## config.mk

```make
export PLATFORM = sky130hd
export DESIGN_NAME = wb_stage_unit_flat
export DESIGN_NICKNAME = d
export VERILOG_FILES = /design/src/rtl/wb_pkg.sv /design/src/rtl/wb_stage_unit_if.sv /design/src/rtl/wb_load_ext.sv /design/src/rtl/wb_stage_unit.sv /design/src/flat_wrapper.sv
export SDC_FILE = /design/constraint.sdc
export NUM_CORES = 1
export LEC_CHECK = 0
export BUFFER_PORTS_ARGS = -buffer_cell sky130_fd_sc_hd__buf_2
export CAP_MARGIN = 10
export CORE_AREA = 2 2 183 185
export CTS_BUF_LIST = sky130_fd_sc_hd__clkbuf_2
export CTS_CLUSTER_DIAMETER = 150
export CTS_CLUSTER_SIZE = 28
export DETAILED_ROUTE_END_ITERATION = 8
export DIE_AREA = 0 0 185 187
export GPL_ROUTABILITY_DRIVEN = 0
export PLACE_DENSITY = 0.6
export SLEW_MARGIN = 30
export SYNTH_ARGS = -nofsm -noshare
export SYNTH_HDL_FRONTEND = slang
export SYNTH_SLANG_ARGS = --single-unit
```

## constraint.sdc

```tcl
create_clock -name clk -period 4.5 [get_ports clk]
set_input_delay 1.125 -clock clk [delete_from_list [all_inputs] [get_ports clk]]
set_output_delay 1.125 -clock clk [all_outputs]
set_load 0.01 [all_outputs]
```

## src/rtl/wb_pkg.sv

```systemverilog
// Shared types and constants for the writeback stage.
//   wb_state_e : FSM states of the stage (IDLE, WAIT_MEM)
//   ld_size_e  : load access size (byte, half, word, dword)
//   RF_WSEL_*  : writeback source select indices
package wb_pkg;

  typedef enum logic [0:0] {
    IDLE,
    WAIT_MEM
  } wb_state_e;

  typedef enum logic [1:0] {
    LD_B,
    LD_H,
    LD_W,
    LD_D
  } ld_size_e;

  localparam int unsigned RF_WSEL_ALUC = 0;
  localparam int unsigned RF_WSEL_DBUS = 1;
  localparam int unsigned RF_WSEL_PC4  = 2;
  localparam int unsigned RF_WSEL_SEXT = 3;
  localparam int unsigned RF_WSEL_CSR  = 4;

endpackage

```

## src/rtl/wb_stage_unit_if.sv

```systemverilog
// Writeback stage bus bundle: retire handshake, data-bus response and regfile write port.
//   master : upstream/environment side (drives in_*, dbus_*; observes in_ready, rf_*)
//   slave  : writeback stage side
interface wb_stage_unit_if #(
  parameter int unsigned XLEN   = 64,
  parameter int unsigned NSRC   = 5,
  parameter int unsigned WSEL_W = 3,
  parameter int unsigned RA_W   = 5
);
  logic                 in_valid;
  logic                 in_ready;
  logic [WSEL_W-1:0]    in_wsel;
  logic                 in_wen;
  logic [RA_W-1:0]      in_rd;
  logic [NSRC*XLEN-1:0] in_src;
  logic [1:0]           in_ld_size;
  logic                 in_ld_uns;
  logic [2:0]           in_addr_lo;
  logic                 dbus_rvalid;
  logic [XLEN-1:0]      dbus_rdata;
  logic                 rf_we;
  logic [RA_W-1:0]      rf_wa;
  logic [XLEN-1:0]      rf_wd;

  modport master (
    output in_valid, in_wsel, in_wen, in_rd, in_src, in_ld_size, in_ld_uns, in_addr_lo,
    output dbus_rvalid, dbus_rdata,
    input  in_ready, rf_we, rf_wa, rf_wd
  );

  modport slave (
    input  in_valid, in_wsel, in_wen, in_rd, in_src, in_ld_size, in_ld_uns, in_addr_lo,
    input  dbus_rvalid, dbus_rdata,
    output in_ready, rf_we, rf_wa, rf_wd
  );
endinterface

```

## src/rtl/wb_load_ext.sv

```systemverilog
// Load data alignment and extension (combinational).
//   rdata   : raw dword from the data bus
//   addr_lo : byte offset within the dword; bytes shifted in from above bit XLEN-1 read as 0
//   size    : access size
//   uns     : 1 = zero-extend, 0 = sign-extend
//   data    : aligned, extended result
module wb_load_ext
  import wb_pkg::*;
#(
  parameter int unsigned XLEN = 64
) (
  input  logic [XLEN-1:0] rdata,
  input  logic [2:0]      addr_lo,
  input  ld_size_e        size,
  input  logic            uns,
  output logic [XLEN-1:0] data
);

  logic [XLEN-1:0] shifted;
  logic            msb;
  int unsigned     width;

  assign shifted = rdata >> {addr_lo, 3'b000};

  always_comb begin
    width = XLEN;
    unique case (size)
      LD_B:    width = 8;
      LD_H:    width = 16;
      LD_W:    width = 32;
      LD_D:    width = 64;
      default: width = XLEN;
    endcase
    if (width > XLEN) width = XLEN;

    msb = 1'b0;
    for (int unsigned i = 0; i < XLEN; i++) begin
      if (i == width - 1) msb = shifted[i];
    end

    data = '0;
    for (int unsigned i = 0; i < XLEN; i++) begin
      data[i] = (i < width) ? shifted[i] : (~uns & msb);
    end
  end

endmodule

```

## src/rtl/wb_stage_unit.sv

```systemverilog
// Writeback stage: selects a source (or waits for load data), then issues one registered
// regfile write that also serves as the decode forwarding source.
//   clk, reset  : clock; synchronous active-low reset
//   bus         : retire handshake, dbus response, regfile write port (slave side)
//   err_timeout : sticky flag, set when a load gets no response within TIMEOUT cycles
module wb_stage_unit
  import wb_pkg::*;
#(
  parameter int unsigned XLEN     = 64,
  parameter int unsigned NSRC     = 5,
  parameter int unsigned WSEL_W   = 3,
  parameter int unsigned DBUS_IDX = RF_WSEL_DBUS,
  parameter int unsigned RA_W     = 5,
  parameter int unsigned TIMEOUT  = 64
) (
  input  logic             clk,
  input  logic             reset,
  wb_stage_unit_if.slave   bus,
  output logic             err_timeout
);

  localparam int unsigned CNT_W = (TIMEOUT > 2) ? $clog2(TIMEOUT) : 1;

  wb_state_e       state_q, state_d;
  logic [CNT_W-1:0] cnt_q, cnt_d;
  logic [RA_W-1:0] ld_rd_q;
  logic            ld_wen_q;
  ld_size_e        ld_size_q;
  logic            ld_uns_q;
  logic [2:0]      ld_addr_q;
  logic            ld_latch;
  logic            we_q, we_d;
  logic [RA_W-1:0] wa_q, wa_d;
  logic [XLEN-1:0] wd_q, wd_d;
  logic            err_q, err_d;
  logic [XLEN-1:0] src_sel;
  logic [XLEN-1:0] ld_data;
  logic            is_load;

  wb_load_ext #(
    .XLEN (XLEN)
  ) u_load_ext (
    .rdata   (bus.dbus_rdata),
    .addr_lo (ld_addr_q),
    .size    (ld_size_q),
    .uns     (ld_uns_q),
    .data    (ld_data)
  );

  // Out-of-range selects fall through to zero.
  always_comb begin
    src_sel = '0;
    for (int unsigned i = 0; i < NSRC; i++) begin
      if (32'(bus.in_wsel) == i) src_sel = bus.in_src[i*XLEN +: XLEN];
    end
  end

  assign is_load = (32'(bus.in_wsel) == DBUS_IDX);

  always_comb begin
    state_d  = state_q;
    cnt_d    = cnt_q;
    ld_latch = 1'b0;
    we_d     = 1'b0;
    wa_d     = wa_q;
    wd_d     = wd_q;
    err_d    = err_q;
    unique case (state_q)
      IDLE: begin
        if (bus.in_valid) begin
          if (is_load) begin
            ld_latch = 1'b1;
            cnt_d    = '0;
            state_d  = WAIT_MEM;
          end else if (bus.in_wen && (bus.in_rd != '0)) begin
            we_d = 1'b1;
            wa_d = bus.in_rd;
            wd_d = src_sel;
          end
        end
      end
      WAIT_MEM: begin
        if (bus.dbus_rvalid) begin
          state_d = IDLE;
          if (ld_wen_q && (ld_rd_q != '0)) begin
            we_d = 1'b1;
            wa_d = ld_rd_q;
            wd_d = ld_data;
          end
        end else if (cnt_q == CNT_W'(TIMEOUT - 1)) begin
          err_d   = 1'b1;
          state_d = IDLE;
        end else begin
          cnt_d = cnt_q + 1'b1;
        end
      end
      default: state_d = IDLE;
    endcase
  end

  always_ff @(posedge clk) begin
    if (!reset) begin
      state_q   <= IDLE;
      cnt_q     <= '0;
      ld_rd_q   <= '0;
      ld_wen_q  <= 1'b0;
      ld_size_q <= LD_B;
      ld_uns_q  <= 1'b0;
      ld_addr_q <= '0;
      we_q      <= 1'b0;
      wa_q      <= '0;
      wd_q      <= '0;
      err_q     <= 1'b0;
    end else begin
      state_q <= state_d;
      cnt_q   <= cnt_d;
      we_q    <= we_d;
      wa_q    <= wa_d;
      wd_q    <= wd_d;
      err_q   <= err_d;
      if (ld_latch) begin
        ld_rd_q   <= bus.in_rd;
        ld_wen_q  <= bus.in_wen;
        ld_size_q <= ld_size_e'(bus.in_ld_size);
        ld_uns_q  <= bus.in_ld_uns;
        ld_addr_q <= bus.in_addr_lo;
      end
    end
  end

  assign bus.in_ready = (state_q == IDLE);
  assign bus.rf_we    = we_q;
  assign bus.rf_wa    = wa_q;
  assign bus.rf_wd    = wd_q;
  assign err_timeout  = err_q;

endmodule

```

## src/flat_wrapper.sv

```systemverilog
// flat-port wrapper written by rule: the top's interface ports become plain ports
module wb_stage_unit_flat import wb_pkg::*;
#(
  parameter int unsigned XLEN     = 64,
  parameter int unsigned NSRC     = 5,
  parameter int unsigned WSEL_W   = 3,
  parameter int unsigned DBUS_IDX = RF_WSEL_DBUS,
  parameter int unsigned RA_W     = 5,
  parameter int unsigned TIMEOUT  = 64
)
  (clk, reset, err_timeout, bus_in_valid, bus_in_wsel, bus_in_wen, bus_in_rd, bus_in_src, bus_in_ld_size, bus_in_ld_uns, bus_in_addr_lo, bus_dbus_rvalid, bus_dbus_rdata, bus_in_ready, bus_rf_we, bus_rf_wa, bus_rf_wd);
  wb_stage_unit_if #(.XLEN(XLEN), .NSRC(NSRC), .WSEL_W(WSEL_W), .RA_W(RA_W)) bus_i ();
  input  logic clk;
  input  logic reset;
  output logic err_timeout;
  input wire logic [$bits(bus_i.in_valid)-1:0] bus_in_valid;
  input wire logic [$bits(bus_i.in_wsel)-1:0] bus_in_wsel;
  input wire logic [$bits(bus_i.in_wen)-1:0] bus_in_wen;
  input wire logic [$bits(bus_i.in_rd)-1:0] bus_in_rd;
  input wire logic [$bits(bus_i.in_src)-1:0] bus_in_src;
  input wire logic [$bits(bus_i.in_ld_size)-1:0] bus_in_ld_size;
  input wire logic [$bits(bus_i.in_ld_uns)-1:0] bus_in_ld_uns;
  input wire logic [$bits(bus_i.in_addr_lo)-1:0] bus_in_addr_lo;
  input wire logic [$bits(bus_i.dbus_rvalid)-1:0] bus_dbus_rvalid;
  input wire logic [$bits(bus_i.dbus_rdata)-1:0] bus_dbus_rdata;
  output wire logic [$bits(bus_i.in_ready)-1:0] bus_in_ready;
  output wire logic [$bits(bus_i.rf_we)-1:0] bus_rf_we;
  output wire logic [$bits(bus_i.rf_wa)-1:0] bus_rf_wa;
  output wire logic [$bits(bus_i.rf_wd)-1:0] bus_rf_wd;
  assign bus_i.in_valid = bus_in_valid;
  assign bus_i.in_wsel = bus_in_wsel;
  assign bus_i.in_wen = bus_in_wen;
  assign bus_i.in_rd = bus_in_rd;
  assign bus_i.in_src = bus_in_src;
  assign bus_i.in_ld_size = bus_in_ld_size;
  assign bus_i.in_ld_uns = bus_in_ld_uns;
  assign bus_i.in_addr_lo = bus_in_addr_lo;
  assign bus_i.dbus_rvalid = bus_dbus_rvalid;
  assign bus_i.dbus_rdata = bus_dbus_rdata;
  assign bus_in_ready = bus_i.in_ready;
  assign bus_rf_we = bus_i.rf_we;
  assign bus_rf_wa = bus_i.rf_wa;
  assign bus_rf_wd = bus_i.rf_wd;
  wb_stage_unit #(.XLEN(XLEN), .NSRC(NSRC), .WSEL_W(WSEL_W), .DBUS_IDX(DBUS_IDX), .RA_W(RA_W), .TIMEOUT(TIMEOUT)) u_core (.clk(clk), .reset(reset), .bus(bus_i), .err_timeout(err_timeout));
endmodule
```

=== Word level (Yosys, flattened, before mapping) ===
Cells that the tools add are included.

* Add/sub/neg operators: 2
* Multipliers: 0
* Divide/modulo/power cells: 0
* Order comparisons: 65
* Eq/ne operators: 79
* Shifts and indexed selects: 1
* Muxes and demuxes: 163
* Bitwise gates (word level): 4
* Reductions and logical operators: 10

{| class="wikitable"
|+ Operators with widths
! cell !! number
|-
| == test 6 x 32 -> 1 bit (first input constant) || 32
|-
| < comparator 6 x 32 -> 1 bit (first input constant) || 32
|-
| 2-to-1 mux 64 bit || 9
|-
| == test 5 x 32 -> 1 bit (first input constant) || 16
|-
| < comparator 5 x 32 -> 1 bit (first input constant) || 16
|-
| == test 4 x 32 -> 1 bit (first input constant) || 8
|-
| < comparator 4 x 32 -> 1 bit (first input constant) || 8
|-
| 2-to-1 mux 1 bit || 138
|-
| == test 3 x 32 -> 1 bit (first input constant) || 4
|-
| < comparator 3 x 32 -> 1 bit (first input constant) || 4
|-
| case mux 32 bit (4 select lines) || 1
|-
| case mux 64 bit (2 select lines) || 1
|-
| == test 2 x 32 -> 1 bit (first input constant) || 2
|-
| < comparator 1 x 32 -> 1 bit (first input constant) || 2
|-
| < comparator 2 x 32 -> 1 bit (first input constant) || 2
|-
| >> shifter 64 x 6 -> 64 bit || 1
|-
| == test 1 x 32 -> 1 bit (first input constant) || 1
|-
| greater-than comparator 32 x 7 -> 1 bit (second input constant) || 1
|-
| logical NOT 32 bit || 1
|-
| 2-to-1 mux 32 bit || 1
|-
| subtractor 32 x 1 -> 32 bit (second input constant) || 1
|-
| 2-to-1 mux 5 bit || 5
|-
| 2-to-1 mux 6 bit || 4
|-
| inequality test 2 bit (second input constant) || 6
|-
| other kinds (20) || 28
|}

* Register bits: 90
* Latch bits: 0
* RAM bits: 0
* Bits in read-only memories: 0
* Output and inout port bits: 72
* Word-level logic and storage cells: 335
* Memories: 0

=== Logic depth before layout (Yosys ltp) ===
* Word-level depth: 75
* Gate-level depth with buffers: 9
* Gate-level depth less buffers: 7

=== Cells and area by module ===
From an unflattened synthesis, not the netlist that was laid out.

* Cells, all modules: 1,043
* Area total of the unflattened synthesis: 8,518.2 um^2

{| class="wikitable"
|+ By module, submodules not included
! module !! times used !! cells an instance !! area each (um^2) !! sequential area each (um^2)
|-
| wb_stage_unit || 1 || 727 || 6,202.2 || 1,801.7
|-
| wb_load_ext || 1 || 316 || 2,316.0 || 0.0
|}

=== Worst setup path before layout ===
OpenSTA, ideal clock, no wires.

* Path type: in2reg
* From: input bus_in_wsel[2]
* To: register u_core.wd_q[44], in the netlist u_core.bus.rf_wd[44]
* Library setup time: 0.127 ns
* Data arrival time: 2.595 ns
* Path slack: 1.778 ns
* Stages on the path: 9
* Buffers on the path: 2
* Cell sequence: buf_2 > nor3b_1 > a211oi_1 > or2_2 > nand2_1 > inv_2 > buf_2 > a32oi_1 > o21ai_0

* Longest elaborated chain between the ends: 9

{| class="wikitable"
|+ Ends and longest elaborated chain
! item !! line !! RTL
|-
| start, declared || flat_wrapper.sv:17 || <nowiki>input wire logic [$bits(bus_i.in_wsel)-1:0] bus_in_wsel;</nowiki>
|-
| logical NOT 3 bit || wb_stage_unit.sv:54 || <nowiki>if (32'(bus.in_wsel) == i) src_sel = bus.in_src[i*XLEN +: XLEN];</nowiki>
|-
| 2-to-1 mux 64 bit (4 in a row) || wb_stage_unit.sv:54 ||
|-
| 2-to-1 mux 64 bit || wb_stage_unit.sv:75 || <nowiki>end else if (bus.in_wen && (bus.in_rd != '0)) begin</nowiki>
|-
| 2-to-1 mux 64 bit || wb_stage_unit.sv:71 || <nowiki>if (is_load) begin</nowiki>
|-
| 2-to-1 mux 64 bit || wb_stage_unit.sv:70 || <nowiki>if (bus.in_valid) begin</nowiki>
|-
| case mux 64 bit (2 select lines) || wb_stage_unit.sv:68 || <nowiki>unique case (state_q)</nowiki>
|-
| end signal, assigned || wb_stage_unit.sv:119 || <nowiki>wd_q <= wd_d;</nowiki>
|-
| end, declared || wb_stage_unit.sv:34 || <nowiki>logic [XLEN-1:0] wd_q, wd_d;</nowiki>
|}

Several ways; a longest one is shown, not always the timed one. The select of a mux whose other input is x is not followed.
A chain may end at the register's enable or synchronous reset.

=== Worst setup path after layout ===
* From: input bus_in_wsel[2]
* To: register u_core.wd_q[43], in the netlist u_core.bus.rf_wd[43]

The elaborated chain is that of the path after synthesis.

==> flow_summary.json <==
{
  "place.port_buffers": 410,
  "die-height_um": 187,
  "syn_area_um2": 8040,
  "core_area_um2": 32900,
  "rsz0062_at_grt": "no",
  "antenna_found_initial": 6,
  "cts_setup_buffers": 0,
  "detail_route.first_pass.iterations": 5,
  "tritoncts": "done",
  "yosysSeqAreaShare": 0.224,
  "seqPwrFrac": 0.418,
  "dieArea_um2": 34600,
  "cts_resized": 0,
  "status": "finished clean",
  "clk_path_buf_depth": 2,
  "htreeDepth": 3,
  "hold_viol_final": 0,
  "period_share": 0.749,
  "ys.flop_type": "dfxtp_1",
  "layout-drive-gt1-share": 0.442,
  "ys_async_sr_fraction": 0,
  "syn_inst": 972,
  "p_int_w": 0.00128,
  "ir_drop_mv": 0.153,
  "dpl_worst_slack_ps": 305,
  "ys_warn_count": 0,
  "crit_required_ps": 5080,
  "syn_avg_cell_area_um2": 8.27,
  "arrival_ps": 3940,
  "hpwlAfterDp_um": 31400,
  "die_w_um": 185,
  "grt_pass1_wl_um": 57700,
  "worstSetupEndpointType": "flip-flop",
  "drt_iter0_markers": 463,
  "setup_viol": 0,
  "crit_path_max_fanout": 45,
  "drv_cap": 0,
  "num_vias": 9361,
  "fmaxAchievable_mhz": 297,
  "initial_core_util": 0.245,
  "finalSetupTns_ps": 0,
  "combPwrFrac": 0.329,
  "p_sw_frac": 0.369,
  "ios": 475,
  "startpoint_type": "input pin",
  "p_leak_nw": 4.35,
  "min_period_ps": 3370,
  "relSlewSlack": 0.416,
  "cts_made_buffers": 9,
  "slew_violations": 0,
  "cts.reportedPaths.clkPinSlew_ps": 330,
  "synth-edff-count": 0,
  "critPathSlowestCell": "nor3b_1",
  "clock_skew_ps": 45.1,
  "power_frac_clock": 0.253,
  "cts.sinks": 90,
  "worst_slew_pin_slew_ps": 874,
  "syn_to_final_growth_pct": 31.4,
  "drc_errors": 0,
  "grt_start_max_net_pins": 72,
  "rows": 67,
  "vias_per_cell": 5.29,
  "grt_use_total": 0.223,
  "grt.overflow.total": 0,
  "wl_per_cell_um": 22.4,
  "cts_hold_buf": 0,
  "hp-class": "reg2reg",
  "worst_path_largest_cell_delay_ps": 540,
  "setup_slack_ps": 1130,
  "syn-num-nets": 1376,
  "power.density_nw_per_um2": 193,
  "root_buffer": "clkbuf_2",
  "insertion_delay_ps": 650,
  "ys_ff_latch": 90,
  "cp_cell_sequence": "buf_4, nor3b_1, a211oi_1, buf_4, or2_2, nand2_1, buf_4, inv_2, a32oi_1, o21ai_0",
  "ys_types": 55,
  "cp_common_cell": "buf_4",
  "p_switching_w": 0.000750,
  "antenna_left": 0,
  "grt_pass1_vias": 9115,
  "nets": 1718,
  "placed_cells": 1751,
  "crit_type": "in2reg",
  "routed_wl_um": 39700,
  "fin_cells": 1768
}
-- worst max-delay path, delay by kind of cell --
| kind | cells | cell delay [ps] |
|---|---|---|
| compound gates | 3 | 520 |
| buf+inv | 4 | 1040 |
| simple gates | 3 | 1210 |
-- worst paths after layout --
kind	start	end	slack [ps]	cells after the start
max	bus_in_wsel[2]	u_core.bus.rf_wd[43]$_SDFFE_PN0P_	1130	10
min	u_core.bus.rf_wd[2]$_SDFFE_PN0P_	u_core.bus.rf_wd[2]$_SDFFE_PN0P_	470	2
max reg2reg	u_core.ld_addr_q[0]$_SDFFE_PN0P_	u_core.bus.rf_wd[17]$_SDFFE_PN0P_	1310	6
min reg2reg	u_core.bus.rf_wd[2]$_SDFFE_PN0P_	u_core.bus.rf_wd[2]$_SDFFE_PN0P_	470	2
-- layer usage --
layer,GRT usage,part of all wire,vias to the layer above
li1,-,-,4461
met1,0.281,0.42,4498
met2,0.396,0.50,355
met3,0.0436,0.063,37
met4,0.0375,0.012,10
met5,0,0.0016,-
-- kinds of logic (layout without fill, tap and decap cells) --
group           Yosys count  count (layout)  synth area share
mux                     158             158             0.269
buf+inv                 110             457            0.0604
fa+ha+maj                 1               1           0.00156
compound gates          314             314             0.272
simple gates            295             295             0.168
flops                    90              90             0.224
other cells               0               1                 0
xor+xnor                  4               4           0.00436
-- area by class of cell --
cell class | instances | area, um2
Multi-Input combinational cell | 772 | 5770
Fill cell | 3583 | 22300
Inverter | 6 | 22.5
Clock buffer | 9 | 45.0
Sequential cell | 90 | 1810
Clock inverter | 7 | 95.1
Antenna cell | 1 | 2.50
Timing Repair Buffer | 435 | 2250
Tap cell | 448 | 561
-- synthesized netlist by cell type, drive strengths merged, types with 2 or more instances --
library cell / instances / area (um2)
nor2: 79 / 297
a21oi: 38 / 190
mux2: 73 / 822
o41ai: 17 / 149
nor2b: 5 / 31.3
a211oi: 24 / 180
nor3: 14 / 86.3
inv: 3 / 11.3
a311oi: 2 / 17.5
o22ai: 16 / 100
a2111oi: 8 / 88.8
a32oi: 14 / 123
mux4: 39 / 878
clkinv: 3 / 11.3
dfxtp: 90 / 1800
o2111ai: 7 / 61.3
o211ai: 24 / 180
a221oi: 10 / 93.8
or2: 2 / 12.5
buf: 48 / 253
nand2: 93 / 349
mux2i: 46 / 460
nor4: 9 / 56.3
a22o: 7 / 61.3
and2: 9 / 56.3
a22oi: 70 / 531
nand3: 72 / 365
xnor2: 4 / 35.0
nor3b: 5 / 48.8
a31oi: 7 / 43.8
o21ai: 65 / 325
clkbuf: 56 / 210
nand2b: 3 / 18.8
-- metrics by stage --
step	util	power [W]	instance area, um2	hold WS (ps)
final	0.321	0.00203	10600	468
after global routing	0.321	0.00214	10600	486
after floorplan	-	0.00122	8040	461
after global placement	0.316	0.00152	10400	428
after detailed placement	0.317	0.00154	10400	435
after CTS	0.321	0.00206	10600	471
-- power groups by stage --
stage	Combinational (W)	Clock, W	Sequential (W)
2_1_floorplan	0.000343	0	0.000872
3_3_place_gp	0.000660	0	0.000864
3_5_place_dp	0.000671	0	0.000865
4_1_cts	0.000673	0.000532	0.000852
5_1_grt	0.000729	0.000557	0.000856
6_report	0.000669	0.000515	0.000851
-- sequential cells by signal (all words and copies together), names as in the netlist --
signal and count:
u_core.cnt_q 6, u_core.state_q 1, u_core.bus.rf_wd 64, u_core.bus.rf_we 1, u_core.ld_rd_q 5, u_core.ld_addr_q 3
u_core.ld_wen_q 1, u_core.err_timeout 1, u_core.ld_size_q 2, u_core.bus.rf_wa 5, u_core.ld_uns_q 1
-- placed cells by master (no fill, tap or decap), types with 14 or more instances in the layout --
| cell type | instances |
|---|---|
| buf_2 | 408 |
| nand2_1 | 93 |
| dfxtp_1 | 87 |
| nor2_1 | 78 |
| mux2_2 | 73 |
| nand3_1 | 71 |
| a22oi_1 | 69 |
| o21ai_0 | 64 |
| mux2i_1 | 46 |
| mux4_2 | 39 |
| a21oi_1 | 38 |
| buf_4 | 25 |
| o211ai_1 | 24 |
| a211oi_1 | 24 |
| o41ai_1 | 17 |
| o22ai_1 | 16 |
| a32oi_1 | 14 |
No activity file was read; power rests on OpenSTA's default activity.
